--- config.mk ---
export PLATFORM = sky130hd
export DESIGN_NAME = disp_wr_arb
export DESIGN_NICKNAME = d
export VERILOG_FILES = /design/src/rtl/disp_wr_arb.sv
export SDC_FILE = /design/constraint.sdc
export NUM_CORES = 1
export LEC_CHECK = 0
export BUFFER_PORTS_ARGS = -buffer_cell sky130_fd_sc_hd__clkbuf_2
export CAP_MARGIN = 20
export CORE_AREA = 2 2 131 120
export CTS_CLUSTER_DIAMETER = 100
export DETAILED_ROUTE_END_ITERATION = 8
export DIE_AREA = 0 0 133 122
export GPL_TIMING_DRIVEN = 0
export PLACE_DENSITY_LB_ADDON = 0.15
export SETUP_SLACK_MARGIN = 0.02
export SYNTH_ARGS = -nofsm -noshare
export SYNTH_HDL_FRONTEND = slang
export SYNTH_SLANG_ARGS = --single-unit
--- constraint.sdc ---
create_clock -name clk -period 11.9 [get_ports clk]
set_clock_uncertainty 0.15 [all_clocks]
set_input_delay 0 -clock clk [delete_from_list [all_inputs] [get_ports clk]]
set_output_delay 0 -clock clk [all_outputs]
set_load 0.02 [all_outputs]
--- src/rtl/disp_wr_arb.sv ---
// Display-memory write arbiter: three buffered single-strobe producers share one registered write port.
// Optional DISP_ARB_PRIO_EN gives requester 0 strict priority; default build is plain 3-way round-robin.
module disp_wr_arb #(
    parameter int DEPTH  = 4,
    parameter int ADDR_W = 7,
    parameter int DATA_W = 4
) (
    input  logic              clk,
    input  logic              rst,
    input  logic              i_flag0,
    input  logic              i_flag1,
    input  logic              i_flag2,
    input  logic [ADDR_W-1:0] i_addr0,
    input  logic [ADDR_W-1:0] i_addr1,
    input  logic [ADDR_W-1:0] i_addr2,
    input  logic [DATA_W-1:0] i_data0,
    input  logic [DATA_W-1:0] i_data1,
    input  logic [DATA_W-1:0] i_data2,
    input  logic              i_ready,
    input  logic              i_ovf_clr,
    output logic              o_flag,
    output logic [ADDR_W-1:0] o_addr,
    output logic [DATA_W-1:0] o_data,
    output logic [1:0]        o_src,
    output logic [2:0]        o_ovf,
    output logic              o_busy
);
    localparam int PW = $clog2(DEPTH);
    localparam int CW = PW + 1;
    localparam int EW = ADDR_W + DATA_W;
    localparam logic [CW-1:0] FULL = CW'(DEPTH);

    logic [EW-1:0]     mem_q [3][DEPTH];
    logic [EW-1:0]     mem_d [3][DEPTH];
    logic [PW-1:0]     wr_ptr_q [3];
    logic [PW-1:0]     wr_ptr_d [3];
    logic [PW-1:0]     rd_ptr_q [3];
    logic [PW-1:0]     rd_ptr_d [3];
    logic [CW-1:0]     cnt_q [3];
    logic [CW-1:0]     cnt_d [3];
    logic [1:0]        last_q, last_d;
    logic              flag_q, flag_d;
    logic [ADDR_W-1:0] addr_q, addr_d;
    logic [DATA_W-1:0] data_q, data_d;
    logic [1:0]        src_q, src_d;
    logic [2:0]        ovf_q, ovf_d;
    logic              busy_q, busy_d;

    logic [2:0]        in_flag, nonempty, pop, accept, drop;
    logic [EW-1:0]     in_ent [3];
    logic [EW-1:0]     sel_ent;
    logic              grant;
    logic [1:0]        win;

    always_comb begin
        in_flag   = {i_flag2, i_flag1, i_flag0};
        in_ent[0] = {i_addr0, i_data0};
        in_ent[1] = {i_addr1, i_data1};
        in_ent[2] = {i_addr2, i_data2};
        for (int i = 0; i < 3; i++) nonempty[i] = (cnt_q[i] != '0);
        grant = i_ready && (nonempty != 3'b000);

`ifdef DISP_ARB_PRIO_EN
        // last_q only ever holds 1 or 2 here; it decides which of 1/2 goes first
        if (nonempty[0])          win = 2'd0;
        else if (last_q == 2'd2)  win = nonempty[1] ? 2'd1 : 2'd2;
        else                      win = nonempty[2] ? 2'd2 : 2'd1;
        last_d = (grant && win != 2'd0) ? win : last_q;
`else
        case (last_q)
            2'd0:    win = nonempty[1] ? 2'd1 : (nonempty[2] ? 2'd2 : 2'd0);
            2'd1:    win = nonempty[2] ? 2'd2 : (nonempty[0] ? 2'd0 : 2'd1);
            default: win = nonempty[0] ? 2'd0 : (nonempty[1] ? 2'd1 : 2'd2);
        endcase
        last_d = grant ? win : last_q;
`endif
        pop = grant ? (3'b001 << win) : 3'b000;

        // a full FIFO can still take a push when it is popped in the same cycle
        mem_d = mem_q;
        for (int i = 0; i < 3; i++) begin
            accept[i]   = in_flag[i] && ((cnt_q[i] != FULL) || pop[i]);
            drop[i]     = in_flag[i] && !accept[i];
            wr_ptr_d[i] = wr_ptr_q[i];
            rd_ptr_d[i] = rd_ptr_q[i];
            if (accept[i]) begin
                mem_d[i][wr_ptr_q[i]] = in_ent[i];
                wr_ptr_d[i] = wr_ptr_q[i] + 1'b1;
            end
            if (pop[i]) rd_ptr_d[i] = rd_ptr_q[i] + 1'b1;
            cnt_d[i] = cnt_q[i] + {{(CW-1){1'b0}}, accept[i]} - {{(CW-1){1'b0}}, pop[i]};
        end

        ovf_d   = (i_ovf_clr ? 3'b000 : ovf_q) | drop;
        sel_ent = mem_q[win][rd_ptr_q[win]];
        flag_d  = grant;
        addr_d  = grant ? sel_ent[EW-1:DATA_W] : '0;
        data_d  = grant ? sel_ent[DATA_W-1:0] : '0;
        src_d   = grant ? win : 2'd0;
        busy_d  = grant || (cnt_d[0] != '0) || (cnt_d[1] != '0) || (cnt_d[2] != '0);
    end

    always_ff @(posedge clk) begin
        if (rst) begin
            wr_ptr_q <= '{default: '0};
            rd_ptr_q <= '{default: '0};
            cnt_q    <= '{default: '0};
            last_q   <= 2'd2;
            flag_q   <= 1'b0;
            addr_q   <= '0;
            data_q   <= '0;
            src_q    <= 2'd0;
            ovf_q    <= 3'b000;
            busy_q   <= 1'b0;
        end else begin
            wr_ptr_q <= wr_ptr_d;
            rd_ptr_q <= rd_ptr_d;
            cnt_q    <= cnt_d;
            last_q   <= last_d;
            flag_q   <= flag_d;
            addr_q   <= addr_d;
            data_q   <= data_d;
            src_q    <= src_d;
            ovf_q    <= ovf_d;
            busy_q   <= busy_d;
        end
    end

    always_ff @(posedge clk) begin
        mem_q <= mem_d;
    end

    assign o_flag = flag_q;
    assign o_addr = addr_q;
    assign o_data = data_q;
    assign o_src  = src_q;
    assign o_ovf  = ovf_q;
    assign o_busy = busy_q;
endmodule

After elaboration in Yosys (flattened, before gate mapping) --
Index checks and enable logic that the tools add are counted.
Storage, ports and cells: bits in registers 173, word-level logic and storage cells 115, output and inout bits 18
Operators by class: shifts and indexed selects 1, multiplexer cells 27, reductions and logical operators 28, magnitude comparators 8, bitwise operators 7, add/sub/neg operators 12, eq/ne operators 4
Operator list (number):
- $bwmux W44 | 3
- $bmux W44 S2 | 1
- $mux W44 | 2
- $demux W11 S2 | 3
- $mux W11 | 5
- $bmux W11 S2 | 1
- $reduce_bool A3 Y1 | 7
- $ge A3 B3 Y1 const B | 5
- $not A2 Y3 | 5
- $mux W2 | 7
- $add A2 B1 Y2 const B | 6
- $logic_and A1 B1 Y1 | 10
- $add A3 B1 Y3 | 3
- $lt A3 B1 Y1 const B | 3
- $ne A3 B3 Y1 const B | 3
- $sub A3 B1 Y3 | 3
- $logic_or A1 B1 Y1 | 6
- $mux W3 | 2
- $bmux W2 S2 | 1
- $pmux W2 S2 | 1
- $logic_not A1 Y1 | 3
- $or A3 B3 Y3 | 1
- $shl A1 B2 Y3 const A | 1
- $eq A2 B1 Y1 const B | 1
- other kinds (4) | 4

Longest topological paths before layout --
Gate-level depths: netlist of run 1.
word-level depth 14, depth in mapped cells 16

Worst setup path before layout of run 1 --
Ideal clock, no wire load.
kind reg-to-reg, start point reg cnt_q[2] (netlist bit), end point reg busy_q (netlist: o_busy), setup slack 8.063 ns, data arrival time 3.556 ns, setup time 0.131 ns, buffers on the path 1, required time 11.619 ns, period minus slack after synthesis 3.837 ns, cell stages (with the launch flop) 16, cell sequence dfxtp_1 -> nor3_2 -> buf_4 -> o21ai_0 -> a211oi_1 -> or4b_1 -> and2_1 -> inv_1 -> ha_1 -> inv_1 -> ha_1 -> inv_1 -> fa_1 -> or4b_2 -> nor3_1 -> a31oi_1
On the way: word-level cells in the longest chain between the ends 14
Ends and longest elaborated chain:
- start, declared | RTL line 39 | logic [CW-1:0] cnt_q [3];
- start signal, assigned | RTL line 118 | cnt_q <= cnt_d;
- $reduce_bool A3 Y1 * | RTL line 60 | for (int i = 0; i < 3; i++) nonempty[i] = (cnt_q[i] != '0);
- $mux W2 (2 in a row) | RTL line 71 | 2'd0: win = nonempty[1] ? 2'd1 : (nonempty[2] ? 2'd2 : 2'd0);
- $pmux W2 S2 | RTL line 70 | case (last_q)
- $shl A1 B2 Y3 | RTL line 77 | pop = grant ? (3'b001 << win) : 3'b000;
- $mux W3 * | RTL line 77
- net pop[0] | RTL line 49 | logic [2:0] in_flag, nonempty, pop, accept, drop;
- $logic_or A1 B1 Y1 | RTL line 82 | accept[i] = in_flag[i] && ((cnt_q[i] != FULL) || pop[i]);
- $logic_and A1 B1 Y1 | RTL line 82
- $add A3 B1 Y3 | RTL line 91 | cnt_d[i] = cnt_q[i] + {{(CW-1){1'b0}}, accept[i]} - {{(CW-1){1'b0}}, pop[i]};
- $sub A3 B1 Y3 * | RTL line 91
- $reduce_bool A3 Y1 * | RTL line 100 | busy_d = grant || (cnt_d[0] != '0) || (cnt_d[1] != '0) || (cnt_d[2] != '0);
- $logic_or A1 B1 Y1 * (3 in a row) | RTL line 100
- end signal, assigned | RTL line 125 | busy_q <= busy_d;
- end, declared | RTL line 47 | logic busy_q, busy_d;
Mark *: on every way through the listed nets, which the timed path passes. The rest lies on a longest branch. A chain may end at the register's enable or synchronous reset.

Worst setup path in the final report of run 1 --
Ends and elaborated chain as after synthesis.

==> results of run 1 <==
==> report_power, final <==
group / switching [uW] / internal [uW]
registers: 52.7 / 746
clock network: 242 / 318
logic: 861 / 476
==> layout by cell type, fill, tap and decap left out, drive strengths merged, types with 10 or more instances in the layout <==
cell type    instances
and3                13
mux2                11
ha                  18
dfxtp               41
inv                 29
xnor2               11
nor3                17
a221oi              53
a21oi               64
buf                 16
edfxtp             132
a211oi              13
o21ai               59
nand2               11
dlygate4sd3         40
clkbuf             110
nor2               113
o32ai               10
==> cell families after synthesis <==
logic type                 count (synthesis)  share of synthesized area
muxes                                     12                     0.0176
adders and majority gates                 21                     0.0356
xor gates and xnor gates                  15                     0.0164
AOI/OAI and AO/OA                        221                      0.192
buffers and inverters                     75                     0.0399
DFF                                      173                      0.596
and+or+nand+nor                          176                      0.102
==> critical path, delay by kind of cell (launching register included) <==
| kind | cells | cell delay [ps] |
|---|---|---|
| and+or+nand+nor | 5 | 1750 |
| DFF | 1 | 360 |
| buffers and inverters | 4 | 440 |
| adders and majority gates | 3 | 900 |
| AOI/OAI and AO/OA | 3 | 880 |
==> stage by stage <==
stage / hold slack, ps / cell area (sq um) / cells / power [uW]
detailed placement: 77.9 / 8560 / 951 / 2100
global route: 167 / 9550 / 1023 / 2860
CTS: 167 / 9550 / 1023 / 2680
finish: 174 / 9550 / 1023 / 2700
floorplan: -51.1 / 8020 / 693 / 1730
global placement: 68.8 / 8560 / 951 / 2050
==> per-layer routing <==
metal | vias to the layer above | share of wire | track usage
met5 | - | 0 | 0
met4 | 0 | 0.039 | 0.122
met3 | 55 | 0.070 | 0.0529
met2 | 332 | 0.50 | 0.471
met1 | 3024 | 0.39 | 0.343
li1 | 2856 | - | -
==> final cells by class <==
type	instances	area [sq um]	area share
Inverter	23	86.3	0.00904
Clock buffer	18	439	0.0460
Timing Repair Buffer	96	681	0.0713
Multi-Input combinational cell	445	2920	0.306
Tap cell	202	253	0.0265
Sequential cell	173	4780	0.501
Clock inverter	14	155	0.0162
Buffer	52	234	0.0245
==> state kept, by name, summed over array words and instances, names as in the netlist <==
| register | flops |
|---|---|
| mem_q | 132 |
| o_flag | 1 |
| o_addr | 7 |
| cnt_q | 9 |
| o_busy | 1 |
| last_q | 2 |
| o_src | 2 |
| wr_ptr_q | 6 |
| o_ovf | 3 |
| o_data | 4 |
| rd_ptr_q | 6 |
==> timing repair <==
item | in CTS | in global routing
hold buffers | 40 | 0
hold endpoints to repair | 153 | 0
resized for setup | 0 | 0
setup buffers | 0 | 0
==> how the worst max path moves through the flow <==
stage,startpoint,end,cells past startpoint
6_report,cnt_q[2]$_SDFF_PP0_,o_busy$_SDFF_PP0_,15
3_5_place_dp,cnt_q[2]$_SDFF_PP0_,o_busy$_SDFF_PP0_,15
2_1_floorplan,cnt_q[2]$_SDFF_PP0_,o_busy$_SDFF_PP0_,15
4_1_cts,cnt_q[2]$_SDFF_PP0_,o_busy$_SDFF_PP0_,15
3_3_place_gp,cnt_q[2]$_SDFF_PP0_,o_busy$_SDFF_PP0_,15
5_1_grt,cnt_q[2]$_SDFF_PP0_,o_busy$_SDFF_PP0_,15
==> results.txt, run 1 <==
die width = 133 um
top_reg_cell synth = edfxtp_1
EDFF count, synth = 132
Yosys warnings = 0
Worst Setup Slack post-DPL = 7380 ps
cells on worst reg2reg path = 15
Max Root-Sink Buffers = 2
min cycle time layout = 4630 ps
Skew-Pair Late Insertion Delay = 430 ps
final wirelength = 21300 um
final net count = 869
Crit Path Class = reg2reg
startpoint types = flop
relative slew slack = 0.397
final-report setup violation count = 0
hold path startpoint = i_addr1[3]
Crit. End Element = flop
crit path cell chain = nor3_2, buf_4, o21ai_0, a211oi_1, or4b_1, and2_1, inv_1, ha_1, inv_1, ha_1, inv_1, fa_1, or4b_2, nor3_1, a31oi_1
post-DP HPWL = 15300 um
power density cells = 282 nW/um^2
Antenna diodes = 0
worst r2r dst = o_busy$_SDFF_PP0_
Mapped Cells = 693
Final Hold Fails = 0
# Max-Cap Violations = 0
layout cells sized above 1 = 0.161
DR vias/cell = 6.13
placer congestion estimate = 0.882
die area = 16200 sq um
Remaining DRCs = 0
Final Slew Violations = 0
most used cell along the critical path = inv_1
remaining global-route overflow = 0
WHS Path Cells = 2
Rows = 43
worst slew pin tran = 900 ps
Root Driver = clkbuf_16
Mapped Area = 8020 sq um
Synth area leader = edfxtp_1
Reg-to-Reg Start = cnt_q[2]$_SDFF_PP0_
RSZ-0062 raised after global routing = no
LEAKAGE = 0.00349 uW
largest net degree at the start of global routing = 17
synth cell count leaders = 132 x edfxtp_1, 112 x nor2_1, 63 x a21oi_1
Core ar. = 15000 sq um
Worst path max stage delay = 670 ps
worst reg2reg setup slack = 7270 ps
crit path DAT = 4790 ps
post-synth top area share = 0.494
clk sink count = 173
initial antenna violation count = 0
final period utilization = 0.389
CTS tree = done
htree depth = 4
All-Layer GR Usage = 0.275
Critical Path Fanout Max = 10
drt first pass iters = 6
setup TNS = 0 ps
I/O pins = 58
CTS buffer count = 17
Max IR drop VDD = 142 uV
count leader, synth = edfxtp_1
status = complete, no violations
Max Freq = 216 MHz
critical path data required time = 12050 ps
wire per inst = 20.8 um
hold path endpoint = mem_q[51]$_DFFE_PP_
hold crit path type = in2reg
post-synth cell types = 58
DR vias = 6267
PnR worst setup slack = 7270 ps
filler instances = 1180
sequential area share after synthesis = 0.596
slowest CP cell = a211oi_1
post-route ant nets = 0
area grow syn2layout = 19.0%
Initial Util = 0.535
Initial DRC Count = 852
vias in the first global route = 6122
IO Port Bufs = 56
CTS clk-pin slew, worst paths = 70 ps
Yosys reg bits = 173
Synth Area per Inst = 11.6 sq um
die height = 122 um
ys async rst share = 0
fin util = 0.636
Synth area leaders = edfxtp_1 49%, dfxtp_1 10%, nor2_1 5.2%
Syn Nets = 754
global-route wire length before repair = 33300 um
Power figures use the tool's default switching activity.
==> run 2, diff against run 1 <==
Settings changed: CORE_AREA 2 2 131 120 to 2 2 132 121, DIE_AREA 0 0 133 122 to 0 0 134 123.
Clock period 11.9 ns to 4 ns, I/O delays scaled along.
==> results.txt, run 2 (synthesis results as in run 1) <==
global-route wire length before repair = 32800 um (-1.6%)
CTS buffer count = 17 (unchanged)
hold crit path type = in2reg
Rows = 43 (unchanged)
buffers plus inverters on the worst setup path = 4 (unchanged)
Skew-Pair Late Insertion Delay = 430 ps (about the same)
remaining global-route overflow = 0 (unchanged)
commonest non-fill, non-tap cells in the layout = 132 x edfxtp_1, 112 x nor2_1, 63 x a21oi_1
final wirelength = 21300 um (about the same)
die height = 123 um (+0.82%)
Core ar. = 15100 sq um (+0.72%)
Reg-to-Reg Start = cnt_q[5]$_SDFF_PP0_
worst reg2reg setup slack = 140 ps (-7130 ps)
post-DP HPWL = 15300 um (+0.58%)
htree depth = 4 (unchanged)
Max IR drop VDD = 498 uV (+250%)
DR vias/cell = 6.19 (+1.1%)
min cycle time layout = 3860 ps (-774 ps)
# Max-Cap Violations = 0 (unchanged)
CP delay by family, top = simple AND/OR/NAND/NOR gates
Critical Path Fanout Max = 10 (unchanged)
cells on worst reg2reg path = 15 (unchanged)
final period utilization = 0.965 (+0.575)
CP Capture Point = o_busy$_SDFF_PP0_
Remaining DRCs = 0 (unchanged)
Antenna diodes = 0 (unchanged)
status = complete, no violations
most common cell after layout, fill and taps aside = edfxtp_1
max reg flops = 132 (unchanged)
worst setup path startpoint = cnt_q[5]$_SDFF_PP0_
Root Driver = clkbuf_16
Worst path max stage delay = 600 ps (-70 ps)
die width = 134 um (+0.75%)
crit path cell chain = nor3_2, buf_4, o21ai_2, a211oi_2, or4b_4, and2_1, inv_1, ha_1, inv_1, ha_1, inv_1, fa_1, or4b_2, nor3_1, a31oi_1
DR vias = 6352 (+1.4%)
All-Layer GR Usage = 0.269 (-0.00665)
CTS clk-pin slew, worst paths = 70 ps (about the same)
Final Hold Fails = 0 (unchanged)
critical path data required time = 4150 ps (-7900 ps)
hold_ws = 174 ps (-0.257 ps)
RSZ-0062 raised after global routing = no
Crit. End Element = flop
final net count = 872 (+0.35%)
placer congestion estimate = 0.918 (+4.0%)
relative slew slack = 0.408 (+0.0117)
post-route ant nets = 0 (unchanged)
area grow syn2layout = 20.2%
Max Freq = 259 MHz (+20%)
IO Port Bufs = 56 (unchanged)
total power = 8140 uW (+200%)
CTS tree = done
initial antenna violation count = 0 (unchanged)
Max Root-Sink Buffers = 2 (unchanged)
startpoint types = flop
worst slew pin tran = 882 ps (-17.4 ps)
Crit Path Class = reg2reg
Final Slew Violations = 0 (unchanged)
LEAKAGE = 0.00352 uW (+0.99%)
clk sink count = 173 (unchanged)
crit path DAT = 4010 ps (-780 ps)
wire per inst = 20.8 um (-0.32%)
die area = 16500 sq um (+1.6%)
power density cells = 844 nW/um^2 (+200%)
largest net degree at the start of global routing = 17 (unchanged)
slowest CP cell = or4b_2
final-report setup violation count = 0 (unchanged)
Initial Util = 0.531 (-0.00380)
Stages on worst setup path = 15 (unchanged)
vias in the first global route = 6090 (-0.52%)
worst r2r dst = o_busy$_SDFF_PP0_
setup TNS = 0 ps (unchanged)
most used cell along the critical path = inv_1
layout cells sized above 1 = 0.178 (+0.0176)
I/O pins = 58 (unchanged)
Initial DRC Count = 688 (-19%)
Top reg by flops = mem_q
drt first pass iters = 5 (-1)
## run 2: cell count changes in the layout (fill, tap and decap cells not counted), moves of 3 or more
cell     delta
inv_6       -4
dfxtp_2     +7
dfxtp_1     -8
buf_4       +3
## run 2: how the worst min path moves through the flow
stage | start | to | slack (ps) | cells past startpoint
after floorplan | i_data2[0] | mem_q[0]$_DFFE_PP_ | -50 | 0
after global placement | i_data1[2] | mem_q[57]$_DFFE_PP_ | 60 | 1
after detailed placement | i_addr1[2] | mem_q[50]$_DFFE_PP_ | 70 | 1
after CTS | i_addr1[2] | mem_q[50]$_DFFE_PP_ | 170 | 2
after global routing | i_data1[2] | mem_q[57]$_DFFE_PP_ | 170 | 2
final | i_addr1[2] | mem_q[50]$_DFFE_PP_ | 170 | 2
## run 2: what timing repair did
item,CTS,global route
gates resized for setup,11,9
pin swaps,2,1
setup endpoints to repair,1,1
endpoints found under the hold margin,152,0
setup buffers,2,1
hold buffers,40,0
## run 2: final cells by class
| type | instances | area, sq um |
|---|---|---|
| flip-flops and latches | 173 | 4800 |
| clock inverters | 13 | 164 |
| clock buffers | 19 | 453 |
| repair buffers | 99 | 703 |
| fillers | 1175 | 5470 |
| plain buffers | 52 | 240 |
| multi-input cells | 445 | 2950 |
| well taps | 202 | 253 |
| inverters | 23 | 88.8 |
## run 2: layer usage
layer / GRT usage / wire length [um] / up-vias / share of wire
met5: 0 / 0 / - / 0
met4: 0.122 / 810 / 0 / 0.038
met3: 0.0566 / 1320 / 60 / 0.062
met2: 0.457 / 10600 / 328 / 0.50
met1: 0.333 / 8590 / 3101 / 0.40
li1: - / - / 2863 / -
## run 2: power by group
group / total, uW / internal [uW] / switching [uW]
logic: 4030 / 1460 / 2570
clock network: 1720 / 1020 / 702
registers: 2390 / 2230 / 164
total: 8140 / 4700 / 3440
## run 2: worst register-to-register path: stages (launching register included)
cell,delay (ps)
dfxtp_2,380
nor3_2,70
buf_4,180
o21ai_2,160
a211oi_2,110
or4b_4,540
and2_1,220
inv_1,90
ha_1,230
inv_1,50
ha_1,140
inv_1,50
fa_1,500
or4b_2,600
nor3_1,160
a31oi_1,100
## run 2: stage by stage
step	instance area (sq um)	util	setup slack, ps	std cells
detailed placement	8560	0.566	-411	951
CTS	9620	0.636	51.8	1025
finish	9650	0.638	141	1026
global route	9650	0.638	8.69	1026
global placement	8560	0.566	-354	951
floorplan	8020	-	163	693
==> run 3, diff against run 2 <==
Settings changed: CTS_BUF_LIST set to sky130_fd_sc_hd__clkbuf_16.
==> results.txt, run 3 (synthesis results as in run 1) <==
status = complete, no violations
vias in the first global route = 6112 (+0.36%)
Crit Path Class = reg2reg
CTS tree = done
final wirelength = 21200 um (-0.40%)
area grow syn2layout = 20.0%
post-DP HPWL = 15300 um (unchanged)
initial antenna violation count = 0 (unchanged)
clk sink count = 173 (unchanged)
largest net degree at the start of global routing = 17 (unchanged)
remaining global-route overflow = 0 (unchanged)
Skew-Pair Late Insertion Delay = 430 ps (about the same)
All-Layer GR Usage = 0.268 (-0.000452)
met2 usage = 0.453 (-0.00353)
critical path data required time = 4150 ps (about the same)
most common cell after layout, fill and taps aside = edfxtp_1
CTS buffer count = 17 (unchanged)
relative slew slack = 0.392 (-0.0164)
Top Usage Layer GRT = met2
max reg flops = 132 (unchanged)
crit path DAT = 4020 ps (about the same)
Cell Area, Placed = 8560 sq um (unchanged)
die height = 123 um (unchanged)
worst slew pin tran = 907 ps (+24.5 ps)
htree depth = 4 (unchanged)
Final Instance Area = 9630 sq um (-0.21%)
Final Non-Filler Cells = 1026 (unchanged)
drt first pass iters = 5 (unchanged)
hold_ws = 173 ps (-0.815 ps)
DR vias/cell = 6.16 (-0.54%)
PnR worst setup slack = 130 ps (-11.6 ps)
Antenna diodes = 0 (unchanged)
Final Slew Violations = 0 (unchanged)
wire per inst = 20.7 um (-0.40%)
final net count = 872 (unchanged)
power density cells = 840 nW/um^2 (-0.44%)
Max IR drop VDD = 495 uV (-0.71%)
min cycle time layout = 3870 ps (+11.6 ps)
Top reg by flops = mem_q
Critical Path Fanout Max = 10 (unchanged)
hold crit path type = in2reg
Rows = 43 (unchanged)
die area = 16500 sq um (unchanged)
final-report setup violation count = 0 (unchanged)
met3 GRT Util = 0.0570 (+0.000410)
DR vias = 6318 (-0.54%)
Initial DRC Count = 619 (-10%)
Root Driver = clkbuf_16
IO Port Bufs = 56 (unchanged)
I/O pins = 58 (unchanged)
final period utilization = 0.968 (+0.00290)
fin util = 0.637 (-0.00132)
placer congestion estimate = 0.918 (unchanged)
Max Root-Sink Buffers = 2 (unchanged)
Remaining DRCs = 0 (unchanged)
LEAKAGE = 0.00351 uW (-0.32%)
# Max-Cap Violations = 0 (unchanged)
Crit. End Element = flop
Initial Util = 0.531 (unchanged)
commonest non-fill, non-tap cells in the layout = 132 x edfxtp_1, 112 x nor2_1, 63 x a21oi_1
RSZ-0062 raised after global routing = no
routing usage on met1 = 0.332 (-0.00109)
global-route wire length before repair = 32700 um (about the same)
Worst Setup Slack post-DPL = -411 ps (unchanged)
die width = 134 um (unchanged)
placed cells = 951 (unchanged)
post-route ant nets = 0 (unchanged)
Final Hold Fails = 0 (unchanged)
CTS clk-pin slew, worst paths = 60 ps (about the same)
startpoint types = flop
Max Freq = 258 MHz (-0.30%)
Core ar. = 15100 sq um (unchanged)
layout cells sized above 1 = 0.176 (-0.00243)
run 3: routing by layer:
| layer | part of all wire | routed length (um) | vias up |
|---|---|---|---|
| met1 | 0.40 | 8410 | 3095 |
| met5 | 0 | 0 | - |
| li1 | - | - | 2861 |
| met2 | 0.49 | 10500 | 299 |
| met4 | 0.042 | 882 | 0 |
| met3 | 0.068 | 1450 | 63 |
run 3: critical path, cell delays in order (launching register included):
cell	delay (ps)
dfxtp_2	380
nor3_2	70
buf_4	180
o21ai_2	160
a211oi_2	110
or4b_4	540
and2_1	220
inv_1	90
ha_1	220
inv_1	50
ha_1	140
inv_1	50
fa_1	500
or4b_2	600
nor3_1	160
a31oi_1	100
run 3: worst paths after layout:
check | startpoint | end | slack, ps | depth (start not counted)
max | cnt_q[5]$_SDFF_PP0_ | o_busy$_SDFF_PP0_ | 130 | 15
min | i_addr1[2] | mem_q[50]$_DFFE_PP_ | 170 | 2
max reg2reg | cnt_q[5]$_SDFF_PP0_ | o_busy$_SDFF_PP0_ | 130 | 15
min reg2reg | o_ovf[0]$_SDFF_PP0_ | o_ovf[0]$_SDFF_PP0_ | 350 | 2
run 3: area by class of cell:
cell class	instances	area, sq um
multi-input combinational	445	2950
buffer	52	240
tap	202	253
inverter	23	88.8
clock inverter	15	171
timing repair buffer	99	703
sequential	173	4800
fill	1172	5490
clock buffer	17	425
run 3: metrics by stage:
| step | setup TNS (ps) | power [uW] |
|---|---|---|
| 6_report | 0 | 8090 |
| 3_5_place_dp | -411 | 6250 |
| 2_1_floorplan | 0 | 5140 |
| 4_1_cts | 0 | 8000 |
| 5_1_grt | 0 | 8560 |
| 3_3_place_gp | -354 | 6090 |
run 3: where the power goes:
group | switching, uW | internal (uW)
combinational | 2570 | 1450
sequential | 165 | 2230
clock | 697 | 979
run 3: repair_timing:
action                                  4_1_cts  5_1_grt
setup buffers                                 2        1
pin swaps                                     2        1
endpoints found under the setup margin        1        1
hold buffers                                 40        0
cloned                                        0        0
endpoints found under the hold margin       152        0
resized for setup                            11        9
